### src/rtl/uart_tx_if.sv
// uart_tx_if: parallel-word handshake between a byte producer and uart_tx.
//   tx_input  word to send, sampled by the transmitter only at acceptance
//   new_data  level request to send tx_input, qualified by ready
//   ready     transmitter idle and enabled; the next new_data is accepted
// master = producer side, slave = transmitter side.
interface uart_tx_if #(
    parameter int DATA_BITS = 8
);
    logic [DATA_BITS-1:0] tx_input;
    logic                 new_data;
    logic                 ready;

    modport master (output tx_input, output new_data, input  ready);
    modport slave  (input  tx_input, input  new_data, output ready);
endinterface

### src/rtl/uart_tx.sv
// uart_tx: transmit-only UART serializer with an integer baud divider.
// Emits start(0), DATA_BITS data bits LSB first, stop(1); the line idles high.
// Ports:
//   clk      system clock, rising edge
//   rst_n    asynchronous active-low reset
//   enable   1 = operating, 0 = held idle (aborts a frame in flight)
//   bus      uart_tx_if.slave: tx_input / new_data in, ready out
//   tx_wire  registered serial output
module uart_tx #(
    parameter int DATA_BITS = 8,
    parameter int BAUD      = 9600,
    parameter int SYS_CLK   = 12000000
) (
    input  logic     clk,
    input  logic     rst_n,
    input  logic     enable,
    uart_tx_if.slave bus,
    output logic     tx_wire
);
    localparam int CLKS_PER_BIT = SYS_CLK / BAUD;
    localparam int CNT_W = (CLKS_PER_BIT > 1) ? $clog2(CLKS_PER_BIT) : 1;
    localparam int IDX_W = (DATA_BITS > 1) ? $clog2(DATA_BITS) : 1;
    localparam logic [CNT_W-1:0] CNT_LAST = CNT_W'(CLKS_PER_BIT - 1);
    localparam logic [IDX_W-1:0] IDX_LAST = IDX_W'(DATA_BITS - 1);

    typedef enum logic [1:0] {IDLE, START, DATA, STOP} state_t;

    state_t               state_q, state_d;
    logic [CNT_W-1:0]     cnt_q, cnt_d;
    logic [IDX_W-1:0]     idx_q, idx_d;
    logic [DATA_BITS-1:0] shift_q, shift_d;
    logic                 tx_q, tx_d;
    logic                 bit_done;
    logic [IDX_W-1:0]     idx_nxt;

    assign bit_done  = (cnt_q == CNT_LAST);
    assign idx_nxt   = idx_q + 1'b1;
    assign bus.ready = (state_q == IDLE) && enable;
    assign tx_wire   = tx_q;

    always_ff @(posedge clk or negedge rst_n) begin
        if (!rst_n) begin
            state_q <= IDLE;
            cnt_q   <= '0;
            idx_q   <= '0;
            shift_q <= '0;
            tx_q    <= 1'b1;
        end else begin
            state_q <= state_d;
            cnt_q   <= cnt_d;
            idx_q   <= idx_d;
            shift_q <= shift_d;
            tx_q    <= tx_d;
        end
    end

    // tx_d is the value the line carries from the next edge on, so every
    // transition drives the first bit of the state it enters.
    always_comb begin
        state_d = state_q;
        cnt_d   = cnt_q;
        idx_d   = idx_q;
        shift_d = shift_q;
        tx_d    = tx_q;

        if (!enable) begin
            // Abort: back to a clean idle line; the latched word is dead.
            state_d = IDLE;
            cnt_d   = '0;
            idx_d   = '0;
            tx_d    = 1'b1;
        end else begin
            unique case (state_q)
                IDLE: begin
                    cnt_d = '0;
                    idx_d = '0;
                    tx_d  = 1'b1;
                    // tx_input is only looked at here, so X/Z on it while
                    // idle never reaches the line.
                    if (bus.new_data) begin
                        shift_d = bus.tx_input;
                        state_d = START;
                        tx_d    = 1'b0;
                    end
                end
                START: begin
                    if (bit_done) begin
                        cnt_d   = '0;
                        idx_d   = '0;
                        state_d = DATA;
                        tx_d    = shift_q[0];
                    end else begin
                        cnt_d = cnt_q + 1'b1;
                    end
                end
                DATA: begin
                    if (bit_done) begin
                        cnt_d = '0;
                        if (idx_q == IDX_LAST) begin
                            state_d = STOP;
                            tx_d    = 1'b1;
                        end else begin
                            idx_d = idx_nxt;
                            tx_d  = shift_q[idx_nxt];
                        end
                    end else begin
                        cnt_d = cnt_q + 1'b1;
                    end
                end
                STOP: begin
                    if (bit_done) begin
                        // One IDLE cycle always follows, so back-to-back
                        // frames have exactly one ready cycle between them.
                        cnt_d   = '0;
                        state_d = IDLE;
                        tx_d    = 1'b1;
                    end else begin
                        cnt_d = cnt_q + 1'b1;
                    end
                end
                default: begin
                    state_d = IDLE;
                    cnt_d   = '0;
                    idx_d   = '0;
                    tx_d    = 1'b1;
                end
            endcase
        end
    end
endmodule

### src/flat_wrapper.sv
// flat-port wrapper written by rule: the top's interface ports become plain ports
module uart_tx_flat 
#(
    parameter int DATA_BITS = 8,
    parameter int BAUD      = 9600,
    parameter int SYS_CLK   = 12000000
)
  (clk, rst_n, enable, tx_wire, bus_tx_input, bus_new_data, bus_ready);
  uart_tx_if #(.DATA_BITS(DATA_BITS)) bus_i ();
  input  logic clk;
  input  logic rst_n;
  input  logic enable;
  output logic tx_wire;
  input wire logic [$bits(bus_i.tx_input)-1:0] bus_tx_input;
  input wire logic [$bits(bus_i.new_data)-1:0] bus_new_data;
  output wire logic [$bits(bus_i.ready)-1:0] bus_ready;
  assign bus_i.tx_input = bus_tx_input;
  assign bus_i.new_data = bus_new_data;
  assign bus_ready = bus_i.ready;
  uart_tx #(.DATA_BITS(DATA_BITS), .BAUD(BAUD), .SYS_CLK(SYS_CLK)) u_core (.clk(clk), .rst_n(rst_n), .enable(enable), .bus(bus_i), .tx_wire(tx_wire));
endmodule
### config.mk
export PLATFORM = sky130hd
export DESIGN_NAME = uart_tx_flat
export DESIGN_NICKNAME = d
export VERILOG_FILES = /design/src/rtl/uart_tx_if.sv /design/src/rtl/uart_tx.sv /design/src/flat_wrapper.sv
export SDC_FILE = /design/constraint.sdc
export NUM_CORES = 1
export LEC_CHECK = 0
export CAP_MARGIN = 20
export CORE_MARGIN = 5
export CORE_UTILIZATION = 35
export CTS_CLUSTER_SIZE = 40
export DETAILED_ROUTE_END_ITERATION = 7
export PLACE_DENSITY = 0.5
export SYNTH_ARGS = -nofsm -noshare
export SYNTH_HDL_FRONTEND = slang
export SYNTH_SLANG_ARGS = --single-unit
### constraint.sdc
create_clock -name clk -period 3.08 [get_ports clk]
set_input_delay 0.616 -clock clk [delete_from_list [all_inputs] [get_ports clk]]
set_output_delay 0.616 -clock clk [all_outputs]
set_load 0.05 [all_outputs]
==> results of run 1 <==
worst paths after layout:
path / from / cells after the start / to
hold / removal: u_core.shift_q[3] / 1 / u_core.shift_q[3]
min in group asynchronous: rst_n / 2 / u_core.cnt_q[7]
setup reg to reg: u_core.state_q[0] / 6 / u_core.state_q[0]
max in group asynchronous: rst_n / 2 / u_core.tx_wire
setup / recovery: enable / 4 / bus_ready
hold reg to reg: u_core.shift_q[3] / 1 / u_core.shift_q[3]
logic make-up after synthesis:
kind of cell	synth area share [%]
buffers and inverters	2.08
muxes	11.8
DFF	47.5
xor gates and xnor gates	5.97
and+or+nand+nor	17.2
AOI/OAI and AO/OA	7.87
adders and majority gates	7.58
stage by stage:
stage	hold WS (ns)	setup WS [ns]
after global routing	0.532	0.750
after detailed placement	0.492	0.812
final	0.509	0.820
after CTS	0.514	0.813
after floorplan	0.320	1.07
after global placement	0.488	0.825
layout make-up:
type	instances	area share (%)
sequential	25	40.3
multi-input combinational	83	42.8
inverter	6	1.45
clock buffer	4	2.90
tap	48	3.86
timing repair buffer	14	8.69
cell usage after synthesis, types with 2 or more instances:
master / number
nand3_1: 5
ha_1: 8
a22o_1: 2
nand2_1: 5
nor2_1: 16
dfrtp_1: 24
inv_1: 6
mux4_2: 2
nand4_1: 3
o31ai_1: 2
mux2_2: 9
xnor2_1: 4
a21oi_1: 2
xor2_1: 5
and4_1: 2
nor3_1: 3
routing by layer:
layer / GRT usage (%) / share of wire [%] / wire length (um)
met3: 3.09 / 3.9 / 91
met5: 0 / 0 / 0
met2: 16.0 / 48 / 1120
met4: 5.01 / 2.1 / 50
met1: 14.3 / 46 / 1070
power groups by stage:
stage,sequential [mW],combinational [mW],clock [mW]
2_1_floorplan,0.474,0.241,0
3_3_place_gp,0.463,0.344,0
3_5_place_dp,0.467,0.349,0
4_1_cts,0.459,0.351,0.210
5_1_grt,0.470,0.388,0.221
6_report,0.458,0.344,0.201
flip-flops by register name, summed over array words and instances (netlist names):
signal          flops
u_core.state_q      2
u_core.idx_q        3
u_core.cnt_q       11
u_core.shift_q      8
u_core.tx_wire      1
worst max-delay path, stage by stage:
cell and delay [ns]:
clkdlybuf4s50_1 0.56, inv_1 0.14, nor2_1 0.12, buf_4 0.20
==> run metrics, run 1 <==
Layout Nets 153; final worst path period share about three quarters; Post CTS Setup Buffer Count 0; Synthesized Nets ~140; post-synthesis instance area about 1300 um2; Reg power frac between 40% and 50%; Min Clock Period, post-route between 2 and 2.5 ns; Die X just over 70 um; Max Slew Vio Count 0; Fin. Hold Viols 0; worst slew pin tran 0.508 ns; DR WL/cell approximately 13 um; RSZ-0062 raised after global routing false; Sink Count 25; flop-to-flop setup slack 1.36 ns; vias per cell ~5; first-pass GRT wire length between 4 and 5 mm; Logic pwr share around 34%; internal power 667 uW; gr usage total between 10% and 20%; Worst Path Max Fanout 6; register area share after synthesis between 40% and 50%; cells taking the most area after synthesis dfrtp_1 45%, mux2_2 7.7%, ha_1 7.6%; leakage power total approximately 0.67 nW; commonest non-fill, non-tap cell in the layout dfrtp_1; relative slew slack 66.0%; Switching Fraction between 30% and 40%; placed insts about 180; Die H about 70 um; Clk pwr share approximately a fifth; CP required roughly 2.5 ns; Setup TNS 0 ns; IO Port Bufs 13; initial antenna violation count 0; post-route cell area about 1600 um2; Yosys reg bits 25; Synth area leader dfrtp_1; VDD IR max roughly 240 uV; Clock transition at path regs 0.09 ns; NetSw 336 uW; Hold Buf Count CTS 0; Remaining Overflow, GRT 0; maximum clock rate about 440 MHz; initial cell density of the core 36.1%; Worst setup SP type input pin; Synth Flop Type dfrtp_1; yosys warns 0; synthesis-to-finish area growth 17.8%; Skew-Pair Late Insertion Delay 0.27 ns; Post-Route WL approximately 2.3 mm; Register Area about 630 um2; router iterations before antenna repair 3; critical path arrival approximately 1.6 ns; Vias between 900 and 1,000; PostCTS Resize Cnt 0; H-tree depth 1; final core utilization between 40% and 50%; clk_skew 0.00146 ns; status finished clean; CTS tree yes; TritonCTS Buffers 3; Hold Crit Class reg2reg; asr flop ratio synth 100%; Post-synth EDFFs 0; share of cells above drive strength 1 around 17%; maxcap violations 0; core area roughly 3700 um2; placed instance area approximately 1500 um2; Post-route DRC 0; RD Place Congestion between 0.9 and 1; Fillers 360; row cnt 22; Mean Syn Cell Area ~11 um2; 1st-iter DRT viols 68; crit path capture type output pin; top-area cell type share of the netlist area 45.5%; commonest non-fill, non-tap cells in the layout 24 x dfrtp_1, 16 x nor2_1, 12 x clkdlybuf4s50_1, 9 x mux2_2, 8 x ha_1; Pwr per Cell Area 645 nW/um2; post-synth cell types 33; final std cells w/o fill 180; post-DP HPWL 1.75 mm; critical path type in2out; largest net degree at the start of global routing 26; Die Area between 5000 and 6000 um2; Ant. Diodes 0; Final setup viols 0; root buffer cell clkbuf_8; IO Count 14; multi-input logic area 666 um2; Final ANT Viol Nets 0; Synth Instances around 120; vias in the first global route 952; Pwr Total roughly 1.0 mW; clock buffer depth 2
Power figures use the tool's default switching activity.
==> run 2, diff against run 1 <==
- PLACE_DENSITY: 0.5 -> 0.52
- clock period: 3.08 -> 1.95 ns (I/O delays scaled with it)
==> run 2 against run 1 <==
Compared with the run above:
- clock skew is 0.0023 ns higher
- worst setup slack lost 0.66 ns
- wire length increased by 4.5%
- flip-flop and latch count stayed put
==> run metrics, run 2 (same netlist as run 1, synthesis figures left out) <==
commonest non-fill, non-tap cell in the layout dfrtp_1 (unchanged); vias per cell 4.87 (was 5.10); top cell family by delay on the critical path flip-flops (was buffers and inverters); biggest regs u_core.cnt_q (11), u_core.shift_q (8), u_core.idx_q (3) (unchanged); core area 3660 um2 (unchanged); Largest Register u_core.cnt_q (unchanged); critical path arrival 1.40 ns (was 1.64 ns); share of cells above drive strength 1 20.1% (was 17.4%); CP dominant cell by count inv_1; Worst setup SP type flop (was input pin); Die Area 5100 um2 (unchanged); VDD IR max 609 uV (was 242 uV); Vias 887 (was 918); status finished clean (unchanged); synthesis-to-finish area growth 19.9% (was 17.8%); Clock transition at path regs 0.09 ns (about the same); 1st-iter DRT viols 24 (was 68); Worst Path Max Fanout 5 (was 6); maximum clock rate around 560 MHz; Skew-Pair Late Insertion Delay 0.27 ns (about the same); largest net degree at the start of global routing 26 (unchanged); root buffer cell clkbuf_8 (unchanged); Sink Count 25 (unchanged); IO Count 14 (unchanged); Final ANT Viol Nets 0 (unchanged); Die H 71.4 um (unchanged); max reg flops 11 (unchanged); initial antenna violation count 0 (unchanged); Hold Crit Class in2async (was reg2reg); Ant. Diodes 0 (unchanged); Post CTS Setup Buffer Count 0 (unchanged); relative slew slack 71.1% (was 66.0%); gr usage total 10.6% (was 10.7%); post-DP HPWL 1.82 mm (was 1.75 mm); vias in the first global route 889 (was 952); DR WL/cell 13.4 um (was 12.9 um); RSZ-0062 raised after global routing false (unchanged); Fin. Hold Viols 0 (unchanged); post-route cell area 1580 um2 (was 1560 um2); CTS tree yes (unchanged); Slowest-stage cell, CP dfrtp_1 (was clkdlybuf4s50_1); Layout Nets 155 (was 153); setup ws final 0.162 ns (was 0.820 ns); IO Port Bufs 13 (unchanged); row cnt 22 (unchanged); first-pass GRT wire length 4.28 mm (was 4.38 mm); Remaining Overflow, GRT 0 (unchanged); clock buffer depth 2 (unchanged); maxcap violations 0 (unchanged); clk_skew 0.00372 ns (was 0.00146 ns); slowest stage delay, CP 0.44 ns (was 0.56 ns); H-tree depth 1 (unchanged); leakage power total 0.680 nW (was 0.665 nW); placed instance area 1540 um2 (was 1510 um2); Die X 71.4 um (unchanged); Max Slew Vio Count 0 (unchanged); final worst path period share 91.7%; Hold Slack 0.483 ns (was 0.509 ns); Post-Route WL 2.43 mm (was 2.33 mm); RD Place Congestion 0.752 (was 0.923); Setup TNS 0 ns (unchanged); Pwr per Cell Area 1010 nW/um2 (was 645 nW/um2); crit path capture type output pin (unchanged); critical path type reg2out (was in2out); Min Clock Period, post-route roughly 1.8 ns; dpl ws 0.0710 ns (was 0.812 ns); final core utilization 43.2% (was 42.5%); router iterations before antenna repair 4 (was 3); worst slew pin tran 0.432 ns (was 0.508 ns); commonest non-fill, non-tap cells in the layout 24 x dfrtp_1, 15 x nor2_1, 11 x clkdlybuf4s50_1, 9 x mux2_2, 8 x ha_1 (was 24 x dfrtp_1, 16 x nor2_1, 12 x clkdlybuf4s50_1, 9 x mux2_2, 8 x ha_1); CP Cell Sequence inv_1 > ha_1 > inv_1 > nor2_2 > buf_12 (was clkdlybuf4s50_1 > inv_1 > nor2_1 > buf_4); Post-route DRC 0 (unchanged); Hold Buf Count CTS 0 (unchanged); CP required 1.56 ns (was 2.46 ns); CP Buf/Inv Count 3 (unchanged); TritonCTS Buffers 3 (unchanged); Final setup viols 0 (unchanged); initial cell density of the core 36.1% (unchanged)
run 2: cell count changes in the layout (fill, tap and decap cells not counted):
cell             before  now
buf_12                0    1
nor2_2                0    1
clkdlybuf4s50_1      12   11
nor2_1               16   15
buf_4                 2    4
run 2: timing repair:
item	4_1_cts	5_1_grt
endpoints found under the setup margin	0	1
gates resized for setup	0	1
hold endpoints to repair	0	0
run 2: per-layer routing:
layer	vias up	GRT usage, %	part of all wire [%]
met5	-	0	0
li1	448	-	-
met2	17	15.7	43
met1	420	14.9	52
met3	2	2.24	3.5
met4	0	4.38	0.74
run 2: cell type report:
cell class	count	area, um2
inverters	6	22.5
fillers	351	2080
repair buffers	16	160
clock buffers	4	45.0
multi-input cells	83	668
well taps	48	60.1
flip-flops and latches	25	627
run 2: path summary, 6_finish.rpt:
check	from	end	slack [ns]	cells past startpoint
worst max-delay path	u_core.state_q[1]	bus_ready	0.16	5
worst min-delay path	rst_n	u_core.state_q[1]	0.48	2
worst max register to register	u_core.state_q[0]	u_core.state_q[1]	0.22	7
worst min register to register	u_core.shift_q[6]	u_core.shift_q[6]	0.51	1
max in group asynchronous	rst_n	u_core.tx_wire	1.18	2
min in group clk	u_core.shift_q[6]	u_core.shift_q[6]	0.51	1
run 2: metrics by stage:
step / cells / power [mW]
floorplan: 115 / 1.13
CTS: 182 / 1.63
finish: 182 / 1.61
detailed placement: 178 / 1.31
global placement: 178 / 1.30
global route: 182 / 1.72
run 2: where the power goes:
part	leakage (nW)	switching (mW)	internal, mW	total (mW)
Combinational	0.332	0.284	0.283	0.566
Clock	0.0228	0.163	0.146	0.309
Sequential	0.326	0.0845	0.646	0.731
